[src/rtl/snake_pkg.sv]
// snake_pkg: direction codes, move width and the opposite-direction helper shared by player inputs
package snake_pkg;
  localparam int MOVE_W = 32;
  typedef logic [2:0] dir_t;
  localparam dir_t DIR_UP    = 3'd1;
  localparam dir_t DIR_RIGHT = 3'd2;
  localparam dir_t DIR_DOWN  = 3'd3;
  localparam dir_t DIR_LEFT  = 3'd4;
  function automatic logic is_opposite(input dir_t a, input dir_t b);
    return (a == DIR_UP && b == DIR_DOWN) || (a == DIR_DOWN && b == DIR_UP) ||
           (a == DIR_RIGHT && b == DIR_LEFT) || (a == DIR_LEFT && b == DIR_RIGHT);
  endfunction
endpackage

[src/rtl/btn_debounce.sv]
// btn_debounce: two-flop synchroniser, stable-count debounce and press-edge pulse for one active-low button
// ports: clock, reset (async, active-high), btn_n (raw, active-low) -> pressed (debounced level), press_pulse (one cycle, on the flip edge)
module btn_debounce #(
  parameter int DEBOUNCE_CYCLES = 500000,
  parameter int CNT_W = 20
) (
  input  logic clock,
  input  logic reset,
  input  logic btn_n,
  output logic pressed,
  output logic press_pulse
);
  logic [1:0] sync;
  logic level;
  logic expire;
  logic [CNT_W-1:0] cnt;
  assign level = ~sync[1];
  // the flip happens on the edge where the counter has already seen DEBOUNCE_CYCLES-1 mismatches and one more is present
  assign expire = (level != pressed) && (cnt == CNT_W'(DEBOUNCE_CYCLES - 1));
  assign press_pulse = expire && level;
  always_ff @(posedge clock or posedge reset) begin
    if (reset) begin
      sync <= 2'b11;
      pressed <= 1'b0;
      cnt <= '0;
    end else begin
      sync <= {sync[0], btn_n};
      cnt <= (level == pressed || expire) ? '0 : cnt + CNT_W'(1);
      if (expire) pressed <= level;
    end
  end
endmodule

[src/rtl/snake_dir_input.sv]
// snake_dir_input: debounced buttons -> validated 2-deep turn queue -> committed 32-bit move code
// ports: clock, reset (async, active-high), up_n/right_n/down_n/left_n (raw, active-low), step (game step pulse)
//        move (committed code 1..4), pending (queued turns 0..2), turn_dropped (pulse when a valid turn hit a full queue)
module snake_dir_input
  import snake_pkg::*;
#(
  parameter int DEBOUNCE_CYCLES = 500000,
  parameter int CNT_W = 20,
  parameter int INIT_MOVE = 2
) (
  input  logic clock,
  input  logic reset,
  input  logic up_n,
  input  logic right_n,
  input  logic down_n,
  input  logic left_n,
  input  logic step,
  output logic [MOVE_W-1:0] move,
  output logic [1:0] pending,
  output logic turn_dropped
);
  logic [3:0] btn_n;
  logic [3:0] hit;
  logic [3:0] unused_pressed;
  dir_t cur, q0, q1, ev, ref_dir, q0_n, q1_n;
  logic accept, pop, push, drop;
  logic [1:0] base;
  assign btn_n = {up_n, right_n, down_n, left_n};
  for (genvar i = 0; i < 4; i++) begin : g_btn
    btn_debounce #(.DEBOUNCE_CYCLES(DEBOUNCE_CYCLES), .CNT_W(CNT_W)) u_db (
      .clock(clock),
      .reset(reset),
      .btn_n(btn_n[i]),
      .pressed(unused_pressed[i]),
      .press_pulse(hit[i])
    );
  end
  assign move = MOVE_W'(cur);
  assign ev = hit[3] ? DIR_UP : hit[2] ? DIR_RIGHT : hit[1] ? DIR_DOWN : DIR_LEFT;
  // new turns are judged against the last direction the snake will have, i.e. the queue tail
  assign ref_dir = (pending == 2'd2) ? q1 : (pending == 2'd1) ? q0 : cur;
  assign accept = (|hit) && (ev != ref_dir) && !is_opposite(ev, ref_dir);
  assign pop = step && (pending != 2'd0);
  assign push = accept && (pending != 2'd2 || pop);
  assign drop = accept && (pending == 2'd2) && !step;
  // slot the new entry lands in once this cycle's pop has shifted the queue
  assign base = pending - {1'b0, pop};
  always_comb begin
    q0_n = (push && base == 2'd0) ? ev : pop ? q1 : q0;
    q1_n = (push && base == 2'd1) ? ev : q1;
  end
  always_ff @(posedge clock or posedge reset) begin
    if (reset) begin
      cur <= 3'(INIT_MOVE);
      q0 <= '0;
      q1 <= '0;
      pending <= 2'd0;
      turn_dropped <= 1'b0;
    end else begin
      if (pop) cur <= q0;
      q0 <= q0_n;
      q1 <= q1_n;
      pending <= base + {1'b0, push};
      turn_dropped <= drop;
    end
  end
endmodule
[config.mk]
export PLATFORM = sky130hd
export DESIGN_NAME = snake_dir_input
export DESIGN_NICKNAME = d
export VERILOG_FILES = /design/src/rtl/snake_pkg.sv /design/src/rtl/btn_debounce.sv /design/src/rtl/snake_dir_input.sv
export SDC_FILE = /design/constraint.sdc
export NUM_CORES = 1
export LEC_CHECK = 0
export CAP_MARGIN = 20
export CORE_ASPECT_RATIO = 1.2
export CORE_MARGIN = 5
export CORE_UTILIZATION = 25
export CTS_CLUSTER_DIAMETER = 120
export CTS_CLUSTER_SIZE = 8
export DETAILED_ROUTE_END_ITERATION = 10
export DONT_BUFFER_PORTS = 1
export HOLD_SLACK_MARGIN = 0.02
export PLACE_DENSITY = 0.42
export SLEW_MARGIN = 20
export SYNTH_ARGS = -nofsm -noshare
export SYNTH_HDL_FRONTEND = slang
export SYNTH_SLANG_ARGS = --single-unit
[constraint.sdc]
create_clock -name clock -period 9.8 [get_ports clock]
set_clock_uncertainty 0.1 [all_clocks]
set_input_delay 0.98 -clock clock [delete_from_list [all_inputs] [get_ports clock]]
set_output_delay 0.98 -clock clock [all_outputs]
set_load 0.01 [all_outputs]
After elaboration in Yosys (flattened, before gate mapping)
Cells that the tools add are included.

Flip-flop bits (word level): 104. Bits in latches: 0. Bits in writable memories: 0. Bits in read-only memories: 0. Input bits: 7. Output and inout bits: 35. Word-level logic and storage cells: 97. Memories kept: 0.

Add/sub/neg operators: 6. Multipliers: 0. Divide/modulo/power cells: 0. $lt $le $gt $ge: 0. Equal/unequal tests: 25. Shift-type cells: 0. Multiplexer cells: 11. Bitwise gates (word level): 4. Reductions and logical operators: 34.

Operators with widths (number): 20-bit by 1-bit adder with 20-bit output, second input constant (4); 20-bit by 19-bit equality test with 1-bit output, second input constant (4); 20-bit 2-to-1 mux (4); 3-bit 2-to-1 mux (7); 1-bit logical AND (20); 3-bit by 2-bit equality test with 1-bit output, second input constant (4); 1-bit logical OR (8); 3-bit by 1-bit equality test with 1-bit output, second input constant (2); 3-bit equality test, second input constant (2); 1-bit equality test (4); 2-bit by 1-bit equality test with 1-bit output, second input constant (2); 1-bit != test (4); 1-bit NOT (4); 2-bit nonzero test (2); 4-bit OR reduction (1); 3-bit != test (1); 2-bit by 1-bit adder with 2-bit output (1); 2-bit equality test, second input constant (1); 1-bit zero test (2); 2-bit zero test (1); 2-bit != test, second input constant (1); 2-bit by 1-bit subtractor with 2-bit output (1).

Logic depth before layout (Yosys ltp)
Word-level depth: 17. Mapped depth: 11. Gate-level depth less buffers: 10.

Hierarchy
A second synthesis with hierarchy kept.

Cells, all modules: 558. Area total of the unflattened synthesis: 5607.9 um^2.

By module, submodules not included: btn_debounce (times used 4, cells each 114, area an instance 1154.9 um^2, sequential area each 578.1 um^2); snake_dir_input (times used 1, cells each 102, area an instance 988.4 um^2, sequential area each 301.5 um^2).

Worst setup path before layout
OpenSTA, ideal clock, no wires.

Kind: in2reg. From: input step. To: register q1[2]. Library setup time: 0.125 ns. Data arrival time: 2.574 ns. Data required time: 9.575 ns. Setup slack: 7.002 ns. Cell stages on the path: 7. Path buffers: 0. Cells stage by stage: o21ai_1 inv_1 ha_1 o21ai_0 nand2_1 a2111oi_4 mux2_2.

Cells in the longest elaborated chain, start to end: 4. Elaborated cells between the ends (all ways): 6. Those cells by class: 1 x add/sub; 1 x eq/ne; 4 x reduce/logical.

Ends and longest elaborated chain: from (decl) (RTL line snake_dir_input.sv:17) `input logic step,`; 1-bit logical AND * (RTL line snake_dir_input.sv:43) `assign pop = step && (pending != 2'd0);`; net pop (RTL line snake_dir_input.sv:26) `logic accept, pop, push, drop;`; 2-bit by 1-bit subtractor with 2-bit output or 1-bit logical OR (tied branches) (RTL line snake_dir_input.sv:47, snake_dir_input.sv:44); 2-bit by 1-bit equality test with 1-bit output or 1-bit logical AND (tied branches) (RTL line snake_dir_input.sv:50, snake_dir_input.sv:44); 1-bit logical AND * (RTL line snake_dir_input.sv:50) `q1_n = (push && base == 2'd1) ? ev : q1;`; to (signal assigned) (RTL line snake_dir_input.sv:62) `q1 <= q1_n;`; to (decl) (RTL line snake_dir_input.sv:25) `dir_t cur, q0, q1, ev, ref_dir, q0_n, q1_n;`.

Mark *: on every way through the listed nets, which the timed path passes. The rest lies on a longest branch. A chain may end at the register's enable or synchronous reset.

Worst setup path in the final report
From: register pending[0]. To: register q1[2].

Elaborated cells between the ends (all ways): 27. Those cells by class: 1 x add/sub; 9 x eq/ne; 2 x mux; 15 x reduce/logical.

RTL lines: from (decl) (RTL line snake_dir_input.sv:19) `output logic [1:0] pending,`; from (signal assigned) (RTL line snake_dir_input.sv:63) `pending <= base + {1'b0, push};`; 2-bit nonzero test * (RTL line snake_dir_input.sv:43); 1-bit logical AND * (RTL line snake_dir_input.sv:43); net pop (RTL line snake_dir_input.sv:26); 2-bit by 1-bit subtractor with 2-bit output or 1-bit logical OR (tied branches) (RTL line snake_dir_input.sv:47, snake_dir_input.sv:44); 2-bit by 1-bit equality test with 1-bit output or 1-bit logical AND (tied branches) (RTL line snake_dir_input.sv:50, snake_dir_input.sv:44); 1-bit logical AND * (RTL line snake_dir_input.sv:50).

Marked as above.

==> summary by stage <==
Place
The number of placed instances, taps included, is 815. The detailed-placement wirelength estimate is 7679 um. The global placer's final weighted congestion is 0.7668. The total of buffers placed on input and output ports is 0.

Clocking
The maximum clock insertion buffer count is 2. The post-cts sizing count is 0. The number of buffers created by CTS is 9. Post-CTS timing repair inserted 0 buffers for setup. Clock-pin slew was measured on the worst setup and hold paths at 0.07 ns. The number of sinks on the clock net is 104. TritonCTS built the clock tree. The clock tree synthesis step divided the H-tree into 3 levels. The later-pin clock latency in the skew report is 0.35 ns. The cell sitting at the root of the clock tree is a clkbuf_16. Hold repair after CTS inserted 0 buffers.

Worst setup path
Along the worst path, the maximum fanout reaches 11. The worst setup path is launched from a flip-flop. The setup slack of the worst register-to-register path is 6.93 ns.

In this design, the largest share of critical-path delay is due to compound AO/OA/AOI/OAI gates. The number of buffers and inverters on the critical path is 1. The signal on the critical path passes through o21ai_1, inv_1, ha_1, o21ai_0, nand2_1, a2111oi_4, mux2_2. Data arrives at the worst endpoint at 3.01 ns. STA classifies the critical path endpoint as a flip-flop. For this design, the slowest cell found on the critical path is o21ai_1. The required time of the worst setup path is 9.94 ns.

In this design, the stage delay of the slowest critical-path cell is 0.61 ns. The critical path is of the flip-flop to flip-flop type.

Detailed routing
Wires add up to 10,680 um. After the first detailed-routing iteration, the DRC count stood at 162. The via-per-instance ratio is 4.441. The pre-antenna-repair detailed-routing pass consisted of 4 iterations. Once detail routing completed, the nets flagged for antenna violations numbered 0. Summing over every cut layer, the via total after detailed routing is 3,682. In the routed design, unresolved DRC markers number 0. In the final routed layout, each cell accounts on average for 12.88 um.

Cells and area
Compared with the post-synthesis result, the final layout area differs by 8.214%. 0 antenna diodes ended up in the layout. The total number of nets in the final design is 565. The filler cells instantiated in the layout total 2,288. In the final layout, the share of cells above drive strength 1 is 7.748%.

The number of cells in the finished layout apart from fillers is 829.

Pwr
The total power per unit cell area is 158.5 nW/um^2. The worst-case vdd ir drop is 0.05970 mV. In this run the power spent charging and discharging nets is 0.0002530 W. The share of power burned in registers is 52.1%. In this run switching power makes up 27.14% of total power. The internal power of the cells is 0.0006794 W. The clock network accounts for 35.9% of the total power. Summed over all cells, the static leakage comes to 2.483 nW. The share of total power in combinational logic is 12.0%.

Synthesis
The cell count after synthesis came out at 552. The synthesized area is 5438 sq um. Sequential cells were found to cover 48.07% of the synthesized design area. The mean post-synth cell area is 9.851 sq um.

The main flop type after synthesis is dfrtp_1. The top cell type's share of synthesized area is 43.72%. Counting flops and latches in the post-synthesis netlist gives 104.

Ranked by total cell area, the synthesized netlist is headed by dfrtp_1, nor2_1, xor2_1, xnor2_1, dfstp_2. In the synthesized netlist the async set-or-reset flop fraction comes to 100.0%. The cell type contributing the most total cell area after synthesis is dfrtp_1. The synthesis warning total is 0. Counting instances in the post-synthesis netlist gives the leading cell types as nor2_1, dfrtp_1, xor2_1. The most common cell in the synthesized netlist is nor2_1. The synthesized design contains 0 enable-type register cells. The synthesized netlist contains 51 unique library cells.

Global routing
The number of antenna violations at the first check in global routing is 0. Entering global routing, the biggest net connects 66 pins. Global routing used 9.233% of the available tracks across all layers.

The via count of the first global-routing pass came to 3,812. The first-pass GRT wire length is 18,670 um. The sum of overflow across all layers after global routing is 0.

STA
The part of the cycle the worst path needs is 29.31%. Setup repair after global routing left no endpoint under its margin. The total count of max-transition violations in the final report was 0.

Across all hold checks on the routed design, the worst slack comes to 0.2564 ns. The final count of negative-setup-slack endpoints is 0. Headroom to the max-slew limit came out at 43.57%.

The setup TNS is 0 ns. After layout, the minimum clock period comes to 2.872 ns. The final-report hold violation count came to 0. For the pin with the worst max-slew slack, the measured transition is 0.8464 ns. Timing would allow up to 348.1 MHz.

Floorplan
The core area is 21,560 sq um. The row count is 59. The I/O pin total is 42. The die outline height is 171.6 um.

Measured along the x axis, the die boundary spans 144.6 um. For this configuration, the core starts out at a cell density of 25.23%. The floorplan step defined a die boundary enclosing 24,810 sq um.

Status
The flow ran to the end, and the final reports show no timing, DRC or antenna violations.

Run
The number of maximum-capacitance violations is 0.

Hold path
The worst hold path belongs to the class flip-flop to flip-flop.
-- metrics by stage --
step	power (W)	instance area, sq um	utilization (%)	setup slack, ns
5_1_grt	0.0009869	5884	27.30	6.656
4_1_cts	0.0009515	5884	27.30	6.905
2_1_floorplan	0.0005950	5543	-	6.003
3_5_place_dp	0.0006092	5619	26.07	6.804
3_3_place_gp	0.0006075	5619	26.07	6.839
6_report	0.0009325	5884	27.30	6.928
-- per-layer routing --
layer / vias to the layer above / wire [um] / global-route usage (%)
met5: - / 0 / 0
met4: 0 / 152 / 3.286
met3: 11 / 268 / 1.808
met2: 28 / 5426 / 16.09
met1: 1805 / 4830 / 11.30
li1: 1838 / - / -
-- logic make-up (layout without fill, tap and decap cells) --
family | count (synthesis) | after routing | share of synthesized area [%]
multiplexers | 21 | 21 | 4.027
other | 1 | 29 | 0.06896
AND/OR/NAND/NOR | 253 | 253 | 23.49
adder cells (fa/ha/maj) | 6 | 6 | 1.381
buffers and inverters | 56 | 31 | 6.328
AO/OA/AOI/OAI | 41 | 41 | 5.361
XOR/XNOR | 70 | 70 | 11.27
flip-flops | 104 | 104 | 48.07
-- final cells by class --
cell class	count	area (sq um)	share of cell area [%]
multi-input cells	420	2585	43.93
well taps	274	342.8	5.826
inverters	14	55.05	0.9356
flip-flops and latches	104	2614	44.42
clock inverters	1	5.005	0.08505
repair buffers	3	22.52	0.3827
clock buffers	13	260.3	4.423
-- registers in the layout (all words and copies together), names as in the netlist --
register	cells
q0	3
g_btn.u_db.sync	8
g_btn.u_db.cnt	80
turn_dropped	1
q1	3
cur	3
g_btn.u_db.pressed	4
pending	2
-- path summary, 6_finish.rpt --
kind / start / end / depth (start not counted)
setup reg to reg: pending[0] / q1[2] / 7
hold / removal: g_btn[3].u_db.sync[0] / g_btn[3].u_db.sync[1] / 0
max in group asynchronous: reset / g_btn[3].u_db.cnt[3] / 2
hold reg to reg: g_btn[3].u_db.sync[0] / g_btn[3].u_db.sync[1] / 0
setup / recovery: pending[0] / q1[2] / 7
min in group asynchronous: reset / g_btn[2].u_db.cnt[18] / 1
-- power groups by stage --
stage | clock network, W | logic (W) | registers (W)
after CTS | 0.000350 | 0.000114 | 0.000487
after global placement | 0 | 0.000113 | 0.000495
after detailed placement | 0 | 0.000114 | 0.000495
after floorplan | 0 | 0.000121 | 0.000474
after global routing | 0.000367 | 0.000131 | 0.000490
final | 0.000335 | 0.000112 | 0.000485
-- placed cells by master, fill, tap and decap left out, types with 13 or more instances in the layout --
master | synthesis | layout
conb_1 | 1 | 29
dfrtp_1 | 95 | 95
inv_1 | 14 | 13
mux2i_1 | 14 | 14
nand2_1 | 33 | 33
nand3_1 | 33 | 33
nand4_1 | 15 | 15
nor2_1 | 99 | 99
xnor2_1 | 30 | 30
xor2_1 | 40 | 40
(Power assumes the default switching activity.)
